--- src/rtl/gpio_arbiter.sv ---
// Two-master round-robin arbiter in front of a single registered-handshake slave.
// One transaction at a time: IDLE grants, BUSY waits for slave ready (or timeout),
// TURN absorbs the slave's stale ready before the next grant.
module gpio_arbiter #(
  parameter int unsigned TIMEOUT = 255
) (
  input  logic        i_clock,
  input  logic        i_reset,
  // master 0
  input  logic        i_m0_request,
  input  logic        i_m0_rw,
  input  logic [31:0] i_m0_address,
  input  logic [31:0] i_m0_wdata,
  output logic [31:0] o_m0_rdata,
  output logic        o_m0_ready,
  // master 1
  input  logic        i_m1_request,
  input  logic        i_m1_rw,
  input  logic [31:0] i_m1_address,
  input  logic [31:0] i_m1_wdata,
  output logic [31:0] o_m1_rdata,
  output logic        o_m1_ready,
  // slave
  output logic        o_s_request,
  output logic        o_s_rw,
  output logic [31:0] o_s_address,
  output logic [31:0] o_s_wdata,
  input  logic [31:0] i_s_rdata,
  input  logic        i_s_ready,
  output logic        o_timeout
);

  // Keep at least one bit so TIMEOUT = 0 still elaborates cleanly.
  localparam int unsigned CntW = (TIMEOUT < 1) ? 1 : $clog2(TIMEOUT + 1);
  localparam logic [CntW-1:0] CntLimit = CntW'(TIMEOUT - 1);
  localparam logic [CntW-1:0] CntMax = '1;

  typedef enum logic [1:0] {StIdle, StBusy, StTurn} state_e;

  state_e      state_q, state_d;
  logic        last_q, last_d;      // master granted most recently (1 = master 1)
  logic        gnt_q, gnt_d;        // master owning the current transaction
  logic [CntW-1:0] cnt_q, cnt_d;
  logic        s_req_q, s_req_d;
  logic        s_rw_q, s_rw_d;
  logic [31:0] s_addr_q, s_addr_d;
  logic [31:0] s_wdata_q, s_wdata_d;
  logic [31:0] m0_rdata_q, m0_rdata_d;
  logic [31:0] m1_rdata_q, m1_rdata_d;
  logic        m0_ready_q, m0_ready_d;
  logic        m1_ready_q, m1_ready_d;
  logic        timeout_q, timeout_d;

  logic        grant_m1;
  logic        done;
  logic [31:0] done_rdata;

  // State register; reset abandons any in-flight transaction.
  always_ff @(posedge i_clock or posedge i_reset) begin
    if (i_reset) begin
      state_q    <= StIdle;
      last_q     <= 1'b1;
      gnt_q      <= 1'b0;
      cnt_q      <= '0;
      s_req_q    <= 1'b0;
      s_rw_q     <= 1'b0;
      s_addr_q   <= '0;
      s_wdata_q  <= '0;
      m0_rdata_q <= '0;
      m1_rdata_q <= '0;
      m0_ready_q <= 1'b0;
      m1_ready_q <= 1'b0;
      timeout_q  <= 1'b0;
    end else begin
      state_q    <= state_d;
      last_q     <= last_d;
      gnt_q      <= gnt_d;
      cnt_q      <= cnt_d;
      s_req_q    <= s_req_d;
      s_rw_q     <= s_rw_d;
      s_addr_q   <= s_addr_d;
      s_wdata_q  <= s_wdata_d;
      m0_rdata_q <= m0_rdata_d;
      m1_rdata_q <= m1_rdata_d;
      m0_ready_q <= m0_ready_d;
      m1_ready_q <= m1_ready_d;
      timeout_q  <= timeout_d;
    end
  end

  // Next-state: grant in IDLE, complete in BUSY, drain stale ready in TURN.
  always_comb begin
    state_d    = state_q;
    last_d     = last_q;
    gnt_d      = gnt_q;
    cnt_d      = cnt_q;
    s_req_d    = s_req_q;
    s_rw_d     = s_rw_q;
    s_addr_d   = s_addr_q;
    s_wdata_d  = s_wdata_q;
    m0_rdata_d = m0_rdata_q;
    m1_rdata_d = m1_rdata_q;
    m0_ready_d = 1'b0;
    m1_ready_d = 1'b0;
    timeout_d  = 1'b0;
    done       = 1'b0;
    done_rdata = i_s_rdata;
    // On a tie the master not granted last wins.
    grant_m1   = (i_m0_request && i_m1_request) ? ~last_q : i_m1_request;

    case (state_q)
      StIdle: begin
        if (i_m0_request || i_m1_request) begin
          gnt_d     = grant_m1;
          last_d    = grant_m1;
          cnt_d     = '0;
          s_req_d   = 1'b1;
          s_rw_d    = grant_m1 ? i_m1_rw      : i_m0_rw;
          s_addr_d  = grant_m1 ? i_m1_address : i_m0_address;
          s_wdata_d = grant_m1 ? i_m1_wdata   : i_m0_wdata;
          state_d   = StBusy;
        end
      end
      StBusy: begin
        if (i_s_ready) begin
          // Ready beats a coinciding timeout.
          done       = 1'b1;
          done_rdata = i_s_rdata;
        end else if ((TIMEOUT != 0) && (cnt_q == CntLimit)) begin
          done       = 1'b1;
          done_rdata = 32'hFFFF_FFFF;
          timeout_d  = 1'b1;
        end else if (cnt_q != CntMax) begin
          cnt_d = cnt_q + 1'b1;
        end
        if (done) begin
          s_req_d = 1'b0;
          if (gnt_q) begin
            m1_rdata_d = done_rdata;
            m1_ready_d = 1'b1;
          end else begin
            m0_rdata_d = done_rdata;
            m0_ready_d = 1'b1;
          end
          state_d = StTurn;
        end
      end
      StTurn: begin
        state_d = StIdle;
      end
      default: begin
        state_d = StIdle;
      end
    endcase
  end

  assign o_s_request = s_req_q;
  assign o_s_rw      = s_rw_q;
  assign o_s_address = s_addr_q;
  assign o_s_wdata   = s_wdata_q;
  assign o_m0_rdata  = m0_rdata_q;
  assign o_m1_rdata  = m1_rdata_q;
  assign o_m0_ready  = m0_ready_q;
  assign o_m1_ready  = m1_ready_q;
  assign o_timeout   = timeout_q;

endmodule

--- config.mk ---
export PLATFORM = sky130hd
export DESIGN_NAME = gpio_arbiter
export DESIGN_NICKNAME = d
export VERILOG_FILES = /design/src/rtl/gpio_arbiter.sv
export SDC_FILE = /design/constraint.sdc
export NUM_CORES = 1
export LEC_CHECK = 0
export CORE_UTILIZATION = 41
export DETAILED_ROUTE_END_ITERATION = 10
export PLACE_DENSITY = 0.77
export REMOVE_ABC_BUFFERS = 1
export SETUP_SLACK_MARGIN = 0.15
export SLEW_MARGIN = 0
export SYNTH_ARGS = -nofsm -noshare
export SYNTH_HDL_FRONTEND = slang
export SYNTH_SLANG_ARGS = --single-unit
--- constraint.sdc ---
create_clock -name i_clock -period 6.8 [get_ports i_clock]
set_clock_uncertainty 0.05 [all_clocks]
set_input_delay 2.04 -clock i_clock [delete_from_list [all_inputs] [get_ports i_clock]]
set_output_delay 2.04 -clock i_clock [all_outputs]
set_load 0.02 [all_outputs]
# Yosys cells after proc, flatten, opt, wreduce, memory -nomap -nowiden
# Cells that the tools add are included.
# classes
n_addsub	1
n_eq_ne	8
mux	28
bitwise_logic	2
n_reduce_logical	10
# ops
cell	count
$mux W32	4
$mux W8	4
$pmux W8 S2	1
$mux W1	15
$ne A2 B2 Y1 const B	5
$reduce_and A3 Y1	3
$add A8 B1 Y8 const B	1
$eq A8 B8 Y1 const B	1
$ne A8 B8 Y1 const B	1
$reduce_and A5 Y1	1
$mux W2	2
$pmux W2 S2	1
$reduce_and A2 Y1	2
$eq A2 B1 Y1 const B	1
$logic_not A2 Y1	1
$not A1 Y1	2
$pmux W1 S2	1
$reduce_bool A2 Y1	1
$logic_and A1 B1 Y1	1
$logic_or A1 B1 Y1	1
# word_totals
reg_bits	145
out_inout_bits	133
wordCells	62

# Longest topological paths before layout
# Gate-level depths: netlist of run 1.
# logic_depth
depth_word	6
depth_mapped	7
ltp_nobuf	6

# Worst setup path after synthesis of run 1
# Ideal clock, no wire load.
# synth_path
path_kind	input -> register
from	input port i_s_ready
to	register cnt_q[1]
setup_ps	125
arrival_ps	3204
required_time_ps	6625
slack_ps	3421
stages	5
n_path_buf	1
cell_sequence	or3b_4 -> a41oi_4 -> or2_1 -> buf_6 -> mux2_4
# synth_via
elab_chain_len	2
# synth_rtl
element	line_no	text
from (decl)	29	input logic i_s_ready,
$ne A2 B2 Y1 (no line)	--	
$reduce_and A5 Y1 (no line)	--	
to (signal assigned)	78	cnt_q <= cnt_d;
to (decl)	43	logic [CntW-1:0] cnt_q, cnt_d;
# No other way between the ends.
# A chain may end at the register's enable or synchronous reset.

# Final worst setup path of run 1
# layout_path
from	input port i_s_ready
to	register m1_rdata_q[19] (netlist: o_m1_rdata[19])
# layout_via
elab_chain_len	3
elab_cells_between_ends	4
# layout_rtl
element	line_no	text
$mux W1	125	if (i_s_ready) begin
$mux W1	111	case (state_q)
$reduce_and A3 Y1 (no line)	--	
to (signal assigned)	84	m1_rdata_q <= m1_rdata_d;
to (decl)	49	logic [31:0] m1_rdata_q, m1_rdata_d;
# Parallel ways exist; a longest one is shown, timed or not. The select of a mux whose other input is x is not followed.

==> results of run 1 <==
kinds of logic after synthesis:
kind of cell / Yosys count / synth area share [%]
DFF: 145 / 57.7
AOI/OAI and AO/OA: 151 / 17.4
muxes: 67 / 10.8
and+or+nand+nor: 131 / 10.1
adders and majority gates: 2 / 0.398
buffers and inverters: 42 / 3.72
layer usage:
layer | up-vias | routed length (um)
met4 | 0 | 521
li1 | 2490 | -
met1 | 2548 | 7560
met3 | 38 | 1480
met5 | - | 0
met2 | 230 | 9400
worst max-delay path: stages:
cell             delay (ns)
clkdlybuf4s50_1        0.46
buf_4                  0.32
a41oi_4                0.10
nor3_4                 0.76
buf_4                  0.36
a2bb2oi_1              0.19
metrics by stage:
step | hold WS [ns] | worst slack [ns]
6_report | 0.437 | 2.83
5_1_grt | 0.454 | 2.63
4_1_cts | 0.436 | 2.83
3_5_place_dp | 0.423 | 2.40
3_3_place_gp | 0.418 | 2.44
2_1_floorplan | 0.395 | -0.496
final cells by class:
type / instances / area [sq um]
well taps: 184 / 230
multi-input cells: 351 / 2450
repair buffers: 307 / 3050
clock buffers: 20 / 447
clock inverters: 11 / 258
fillers: 1082 / 4670
flip-flops and latches: 145 / 3630
inverters: 3 / 16.3
power by group through the flow:
stage / registers (mW) / logic [mW] / clock network, mW
6_report: 1.51 / 2.32 / 1.12
3_5_place_dp: 1.52 / 2.32 / 0
3_3_place_gp: 1.50 / 2.28 / 0
4_1_cts: 1.51 / 2.33 / 1.13
5_1_grt: 1.56 / 2.45 / 1.17
2_1_floorplan: 1.96 / 0.760 / 0
final timing paths:
kind,to,depth (start not counted),from,slack [ns]
setup / recovery,o_m1_rdata[19],6,i_s_ready,2.83
max in group asynchronous,cnt_q[4],3,i_reset,3.37
hold reg to reg,cnt_q[6],1,cnt_q[6],0.44
hold / removal,cnt_q[6],1,cnt_q[6],0.44
setup reg to reg,o_m1_rdata[19],6,cnt_q[0],4.43
min in group asynchronous,o_s_address[25],2,i_reset,2.13
sequential cells by signal, indices dropped and copies added (netlist names):
register and count:
o_timeout 1, o_s_request 1, last_q 1, state_q 2, cnt_q 8, o_s_wdata 32
o_m1_rdata 32, o_s_rw 1, o_s_address 32, o_m1_ready 1, o_m0_ready 1, gnt_q 1
o_m0_rdata 32
cells in the final DEF (no fill, tap or decap), types with 2 or more instances in the layout:
cell and count:
clkdlybuf4s50_1 299, dfrtp_1 144, nor2_1 77, a21oi_1 71, mux2i_1 65, a2bb2oi_1 60
nor2b_1 33, clkbuf_16 17, bufinv_16 8, buf_4 8, nand2_1 5, a31oi_1 5
a2bb2oi_2 4, nand3_1 3, inv_1 2, a41oi_4 2, nor3_4 2, nor2_2 2
o21ai_0 2, o21a_1 2, ha_1 2, clkbuf_1 2, clkinv_2 2
==> impl_metrics.toml, run 1 <==
[clocking]
ctsRootBufferMaster = "clkbuf_16"
cts.repair_timing.setup_buffer_count = 0
clkTransAtPathRegs_ns = 0.06
cts_resized = 0
ctsLongestPathBuffers = 2
cts.htree.levels = 4
clkSinkCount = 145
clock_insertion_delay_worst_skew_ns = 0.41
cts_buffers = 17
clock_tree_from_tritoncts = "yes"
postCtsHoldBufs = 0

[placement]
number_of_buffer_cells_added_on_primary_ports = 299
placement.cell_area_sq_mm = 0.00938
routabilityCongestion = 0.813
placedCellCount = 990
dpl.hpwl_um = 13800

[pwr]
p_comb_share_pct = 46.8
power.sequential.fraction_pct = 30.6
leakagePower_nw = 4.16
clockPowerShare_pct = 22.6
power.net_switching_mw = 1.79
irDropWorstVdd_mv = 0.210
sw_share_pct = 36.3
p_total_mw = 4.95
cellPowerDensity_mw_per_mm2 = 490
internal_power_mw = 3.15

[sta]
final-hold-violation-count = 0
sum_neg_setup_slack_ns = 0
fin_crit_ns = 3.97
finalCritPeriodShare_pct = 58.5
maximum_clock_frequency_ghz = 0.252
timing.final.setup_violations = 0
finalMaxSlewViolations = 0
max_slew.worst_pin.slew_ns = 1.06
grt_setup_unrepaired = "no"
timing.slew.headroom_pct = 29.6

[logic_synthesis]
synth_cells = 538
netlist-cell-type-count = 36
netlist_top_cells_count = "dfrtp_1 (144), nor2_1 (79), a21oi_1 (71)"
synth-async-reset-ratio_pct = 100
post-synth-top-count-cell = "dfrtp_1"
synth_enable_flop_cells = 0
synth-seq-cells = 145
syn_area_per_cell_sq_um = 11.7
synth_largest_area_cell = "dfrtp_1"
yosys_warn_count = 0
synth_top_cell_area_share_pct = 57.3
synth.top_cells.by_area = "dfrtp_1 (57%), mux2i_1 (10%), a2bb2oi_1 (8.3%), a21oi_1 (5.6%), nor2_1 (4.7%)"
yosysSeqAreaShare_pct = 57.7
synth_area_sq_mm = 0.00629
synth-main-ff-cell = "dfrtp_1"

[global_route]
grt_util_met2_pct = 42.2
gr-total-overflow = 0
global_route.usage.met1_pct = 27.9
grt_busiest_layer = "met2"
grtUsageMet3_pct = 7.35
grt_pass1_wl_um = 29400
grt_start_max_net_pins = 104
tot_gr_track_use_pct = 24.3
vias_in_the_first_global_route = 5501
initial_antenna_violation_count = 0

[route]
drt_pass1_iterations = 4
detailedRoute.firstIterationViolations = 335
route.antenna.remaining_nets = 0
routed_wire_length_per_instance_um = 18.6
routed_via_density = 5.20
num_vias = 5306
post-route-drc-count = 0
wirelength_um = 19000

[setup_path]
arrival_ns = 4.26
crit_path_start_kind = "primary input"
critical_path_peak_fanout = 35
crit_required_ns = 7.08
setup.worst_path.end_class = "flop"
setup.worst_path.class = "in -> reg"

[cells_and_area]
insertedDiodeCount = 0
layout-drive-gt1-share_pct = 6.81
final_util_pct = 68.4
layout.nets = 994
non_filler_instance_count_after_layout = 1021
layout_area_growth_over_synthesis_pct = 60.3
fin_area_sq_mm = 0.0101

[floorplan]
initial_utilization_pct = 42.7
num_rows = 44
die_w_um = 126
dieArea_sq_mm = 0.0158
ioPinCount = 300
fp.coreArea_sq_mm = 0.0148
die_height_um = 126

[min_path]
hold_path.class = "reg -> reg"

[outcome]
run_status = "finished, final reports clean"

[job]
max_cap_violations = 0
(Power assumes the default switching activity.)
==> run 2, diff against run 1 <==
clock period = 4 ns   (was 6.8 ns; I/O delays follow)
==> run 2 against run 1 <==
  * Core utilization grew 0.41 points
  * Sequential power grew 72%
  * Die area is the same
  * Critical path type unchanged
  * Largest cell class unchanged
  * Sequential cell count is the same
  * First-iteration DRC count shrank 18%
  * Final area grew 0.59%
  * Hold slack gained 0.013 ns
  * Combinational power grew 72%
  * Sequential share of layout area shrank 0.21 points
==> impl_metrics.toml, run 2 (synthesis results as in run 1) <==
[floorplan]
die_w_um = 126
initial_utilization_pct = 42.7
num_rows = 44
ioPinCount = 300
fp.coreArea_sq_mm = 0.0148
die_height_um = 126
dieArea_sq_mm = 0.0158

[sta]
final-hold-violation-count = 0
post-route-worst-setup-slack_ns = 1.17
maximum_clock_frequency_ghz = 0.354
finalMaxSlewViolations = 0
grt_setup_unrepaired = "no"
timing.final.setup_violations = 0
timing.slew.headroom_pct = 44.9
final.hold.worst_slack_ns = 0.450
fin_crit_ns = 2.83
finalCritPeriodShare_pct = 70.6
max_slew.worst_pin.slew_ns = 0.824
sum_neg_setup_slack_ns = 0

[global_route]
grt_start_max_net_pins = 77
vias_in_the_first_global_route = 5657
gr-total-overflow = 0
initial_antenna_violation_count = 0
tot_gr_track_use_pct = 25.0
grt_pass1_wl_um = 30100

[placement]
dpl.hpwl_um = 14400
dp_slack_ns = 0.747
routabilityCongestion = 0.801
placedCellCount = 997
number_of_buffer_cells_added_on_primary_ports = 299
placement.cell_area_sq_mm = 0.00949

[route]
post-route-drc-count = 0
num_vias = 5406
routed_wire_length_per_instance_um = 18.9
route.antenna.remaining_nets = 0
wirelength_um = 19500
drt_pass1_iterations = 4
routed_via_density = 5.25
detailedRoute.firstIterationViolations = 276

[pwr]
power.sequential.fraction_pct = 31.0
internal_power_mw = 5.27
power.net_switching_mw = 3.08
p_comb_share_pct = 47.7
irDropWorstVdd_mv = 0.380
leakagePower_nw = 4.19
p_total_mw = 8.35
clockPowerShare_pct = 21.3
sw_share_pct = 36.9
cellPowerDensity_mw_per_mm2 = 823

[clocking]
ctsRootBufferMaster = "clkbuf_16"
cts_buffers = 17
cts.htree.levels = 4
ctsLongestPathBuffers = 2
clkSinkCount = 145
postCtsHoldBufs = 0
clock_tree_from_tritoncts = "yes"
clock_insertion_delay_worst_skew_ns = 0.41
clkTransAtPathRegs_ns = 0.06
cts_resized = 0
cts.repair_timing.setup_buffer_count = 0

[setup_path]
setup.worst_path.class = "in -> reg"
setup.worst_path.end_class = "flop"
critical_path_peak_fanout = 17
crit_path_start_kind = "primary input"
crit_required_ns = 4.24
arrival_ns = 3.06

[min_path]
hold_path.class = "reg -> reg"

[job]
max_cap_violations = 0

[cells_and_area]
insertedDiodeCount = 0
final_cell_mix = "clkdlybuf4s50_1 (299), dfrtp_1 (144), nor2_1 (77), a21oi_1 (71), mux2i_1 (65)"
layout-drive-gt1-share_pct = 7.34
fin_area_sq_mm = 0.0101
layout_area_growth_over_synthesis_pct = 61.2
layout.nets = 1001
non_filler_instance_count_after_layout = 1029
final_util_pct = 68.8
commonest_non_fill_non_tap_cell_in_the_layout = "clkdlybuf4s50_1"

[outcome]
run_status = "finished, final reports clean"
## run 2: cell count changes in the layout (fill, tap and decap cells not counted), sizes merged
| cell | change |
|---|---|
| buf | +7 |
| clkinvlp | +1 |
| clkinv | -1 |
| clkbuf | +3 |
| bufinv | -2 |
## run 2: worst paths after layout
path / endpoint / cells after the start / slack, ns / from
worst min-delay path: cnt_q[6] / 1 / 0.45 / cnt_q[6]
max in group asynchronous: o_m0_rdata[21] / 3 / 1.88 / i_reset
min in group asynchronous: o_s_address[12] / 2 / 1.21 / i_reset
worst min register to register: cnt_q[6] / 1 / 0.45 / cnt_q[6]
worst max register to register: cnt_q[1] / 6 / 1.84 / cnt_q[0]
worst max-delay path: o_s_address[10] / 5 / 1.17 / i_m1_request
## run 2: layout make-up
class,instances,area [sq um]
Multi-Input combinational cell,351,2450
Clock inverter,9,204
Inverter,3,16.3
Tap cell,184,230
Timing Repair Buffer,314,3160
Clock buffer,23,458
Sequential cell,145,3630
Fill cell,1073,4610
## run 2: layer usage
layer / up-vias / wire (um) / track usage [%]
li1: 2506 / - / -
met1: 2589 / 7620 / 28.2
met2: 268 / 9590 / 42.6
met3: 43 / 1490 / 7.65
met4: 0 / 781 / 13.5
met5: - / 0 / 0
## run 2: critical path, cell delays in order
cell	delay, ns
clkdlybuf4s50_1	0.52
a21boi_4	0.70
buf_4	0.29
mux2i_1	0.24
a21oi_1	0.09
## run 2: power by group through the flow
stage | Combinational (mW) | Clock [mW] | Sequential [mW]
3_3_place_gp | 3.93 | 0 | 2.56
3_5_place_dp | 3.99 | 0 | 2.59
2_1_floorplan | 1.29 | 0 | 3.34
5_1_grt | 4.20 | 1.87 | 2.67
6_report | 3.99 | 1.78 | 2.59
4_1_cts | 4.01 | 1.81 | 2.59
==> run 3, diff against run 2 <==
clock period = 2.8 ns   (was 4 ns; I/O delays follow)
==> run 3 against run 2 <==
  * Combinational power is 44% higher
  * Via count is 0.30% higher
  * Clock power is 27% higher
  * Sequential cell count stayed put
  * First-iteration DRC count is 11% lower
  * Cell count is 0.58% higher
  * Critical path depth is 4 lower
  * Core utilization is 0.24 points higher
  * Count of clock-buffer cells in the layout stayed put
  * Total power is 40% higher
  * Final area is 0.35% higher
  * Die area stayed put
  * Critical path type is now reg -> out
==> impl_metrics.toml, run 3 (synthesis results as in run 1) <==
[clocking]
cts.repair_timing.setup_buffer_count = 0
clkTransAtPathRegs_ns = 0.06
cts_resized = 0
cts.htree.levels = 4
clkSinkCount = 145
postCtsHoldBufs = 0
clock_tree_from_tritoncts = "yes"
clock_insertion_delay_worst_skew_ns = 0.40
cts_buffers = 17
ctsLongestPathBuffers = 2
ctsRootBufferMaster = "clkbuf_16"

[setup_path]
crit_path_start_kind = "flop"
arrival_ns = 1.43
worstReg2RegEnd = "cnt_q[1]"
r2r_setup_slack_ns = 0.82
reg2reg_depth = 6
critical_path_peak_fanout = 2
crit_path_max_incr_delay_ns = 0.69
critPathTopFamily = "buffers and inverters"
reg2reg_from = "cnt_q[0]"
setup.worst_path.class = "reg -> out"
timing.critical_path.depth = 1
setup.worst_path.end_class = "output pin"
crit_path_top_delay_cell = "clkdlybuf4s50_1"
crit_required_ns = 1.91
path_buf_inv = 1
timing.critical_path.cells = "clkdlybuf4s50_1"

[floorplan]
dieArea_sq_mm = 0.0158
fp.coreArea_sq_mm = 0.0148
num_rows = 44
die_height_um = 126
ioPinCount = 300
initial_utilization_pct = 42.7
die_w_um = 126

[sta]
finalMaxSlewViolations = 0
finalCritPeriodShare_pct = 83.0
max_slew.worst_pin.slew_ns = 0.517
maximum_clock_frequency_ghz = 0.430
sum_neg_setup_slack_ns = 0
timing.slew.headroom_pct = 65.5
final-hold-violation-count = 0
fin_crit_ns = 2.32
timing.final.setup_violations = 0
grt_setup_unrepaired = "no"

[route]
routed_via_density = 5.24
post-route-drc-count = 0
num_vias = 5422
drt_pass1_iterations = 4
route.antenna.remaining_nets = 0
wirelength_um = 19200
routed_wire_length_per_instance_um = 18.6
detailedRoute.firstIterationViolations = 245

[placement]
dpl.hpwl_um = 14400
number_of_buffer_cells_added_on_primary_ports = 299
placement.cell_area_sq_mm = 0.00958
routabilityCongestion = 0.821

[job]
max_cap_violations = 0

[global_route]
initial_antenna_violation_count = 0
vias_in_the_first_global_route = 5749
gr-total-overflow = 0
grt_busiest_layer = "met2"
grt_pass1_wl_um = 30400
tot_gr_track_use_pct = 25.1
global_route.usage.met1_pct = 29.8
grt_start_max_net_pins = 84
grt_util_met2_pct = 42.6
grtUsageMet3_pct = 5.82

[min_path]
hold_path.class = "reg -> reg"
hold_start = "cnt_q[6]"
worstHoldPathCells = 1
min_delay_worst_endpoint = "cnt_q[6]"

[pwr]
leakagePower_nw = 4.21
cellPowerDensity_mw_per_mm2 = 1150
irDropWorstVdd_mv = 0.461

[cells_and_area]
layout.filler_cells = 1061
fin_area_sq_mm = 0.0102
commonest_non_fill_non_tap_cell_in_the_layout = "clkdlybuf4s50_1"
layout-drive-gt1-share_pct = 8.46
layout.nets = 1007
final_cell_mix = "clkdlybuf4s50_1 (299), dfrtp_1 (144), nor2_1 (77), a21oi_1 (71), mux2i_1 (65)"
insertedDiodeCount = 0
layout_area_growth_over_synthesis_pct = 61.8

[outcome]
run_status = "finished, final reports clean"
## run 3: how the worst max path moves through the flow
stage	slack [ns]	startpoint	to
global route	0.44	o_s_address[27]	o_s_address[27]
detailed placement	0.13	i_s_ready	cnt_q[1]
finish	0.48	o_s_address[27]	o_s_address[27]
floorplan	-3.30	i_m1_request	o_s_address[0]
CTS	0.44	o_s_address[27]	o_s_address[27]
global placement	0.15	i_s_ready	cnt_q[1]
## run 3: power by group
part / internal [mW] / total (mW) / switching (mW) / leakage [nW]
clock network: 1.43 / 2.26 / 0.833 / 0.295
logic: 2.78 / 5.75 / 2.96 / 2.29
registers: 3.09 / 3.70 / 0.616 / 1.63
## run 3: through the flow
step | hold slack [ns] | cells | setup WS [ns] | power [mW] | util [%]
2_1_floorplan | 0.395 | 499 | -3.30 | 6.62 | -
3_3_place_gp | 0.420 | 1003 | 0.147 | 9.31 | 64.9
3_5_place_dp | 0.435 | 1003 | 0.130 | 9.47 | 64.9
4_1_cts | 0.442 | 1035 | 0.436 | 11.8 | 69.0
5_1_grt | 0.444 | 1035 | 0.436 | 12.3 | 69.0
6_report | 0.448 | 1035 | 0.475 | 11.7 | 69.0
## run 3: area by class of cell
cell class                      instances  area (sq um)  share of cell area [%]
Tap cell                              184           230                    2.26
Inverter                                3          16.3                   0.160
Clock inverter                          9           104                    1.02
Multi-Input combinational cell        351          2450                    24.1
Timing Repair Buffer                  320          3250                    31.9
Clock buffer                           23           498                    4.89
Sequential cell                       145          3630                    35.6
## run 3: metal layers
layer  vias to the layer above  wire length (um)
met5                         -                 0
met4                         0               699
met3                        39              1280
met2                       262              9540
met1                      2607              7690
li1                       2514                 -
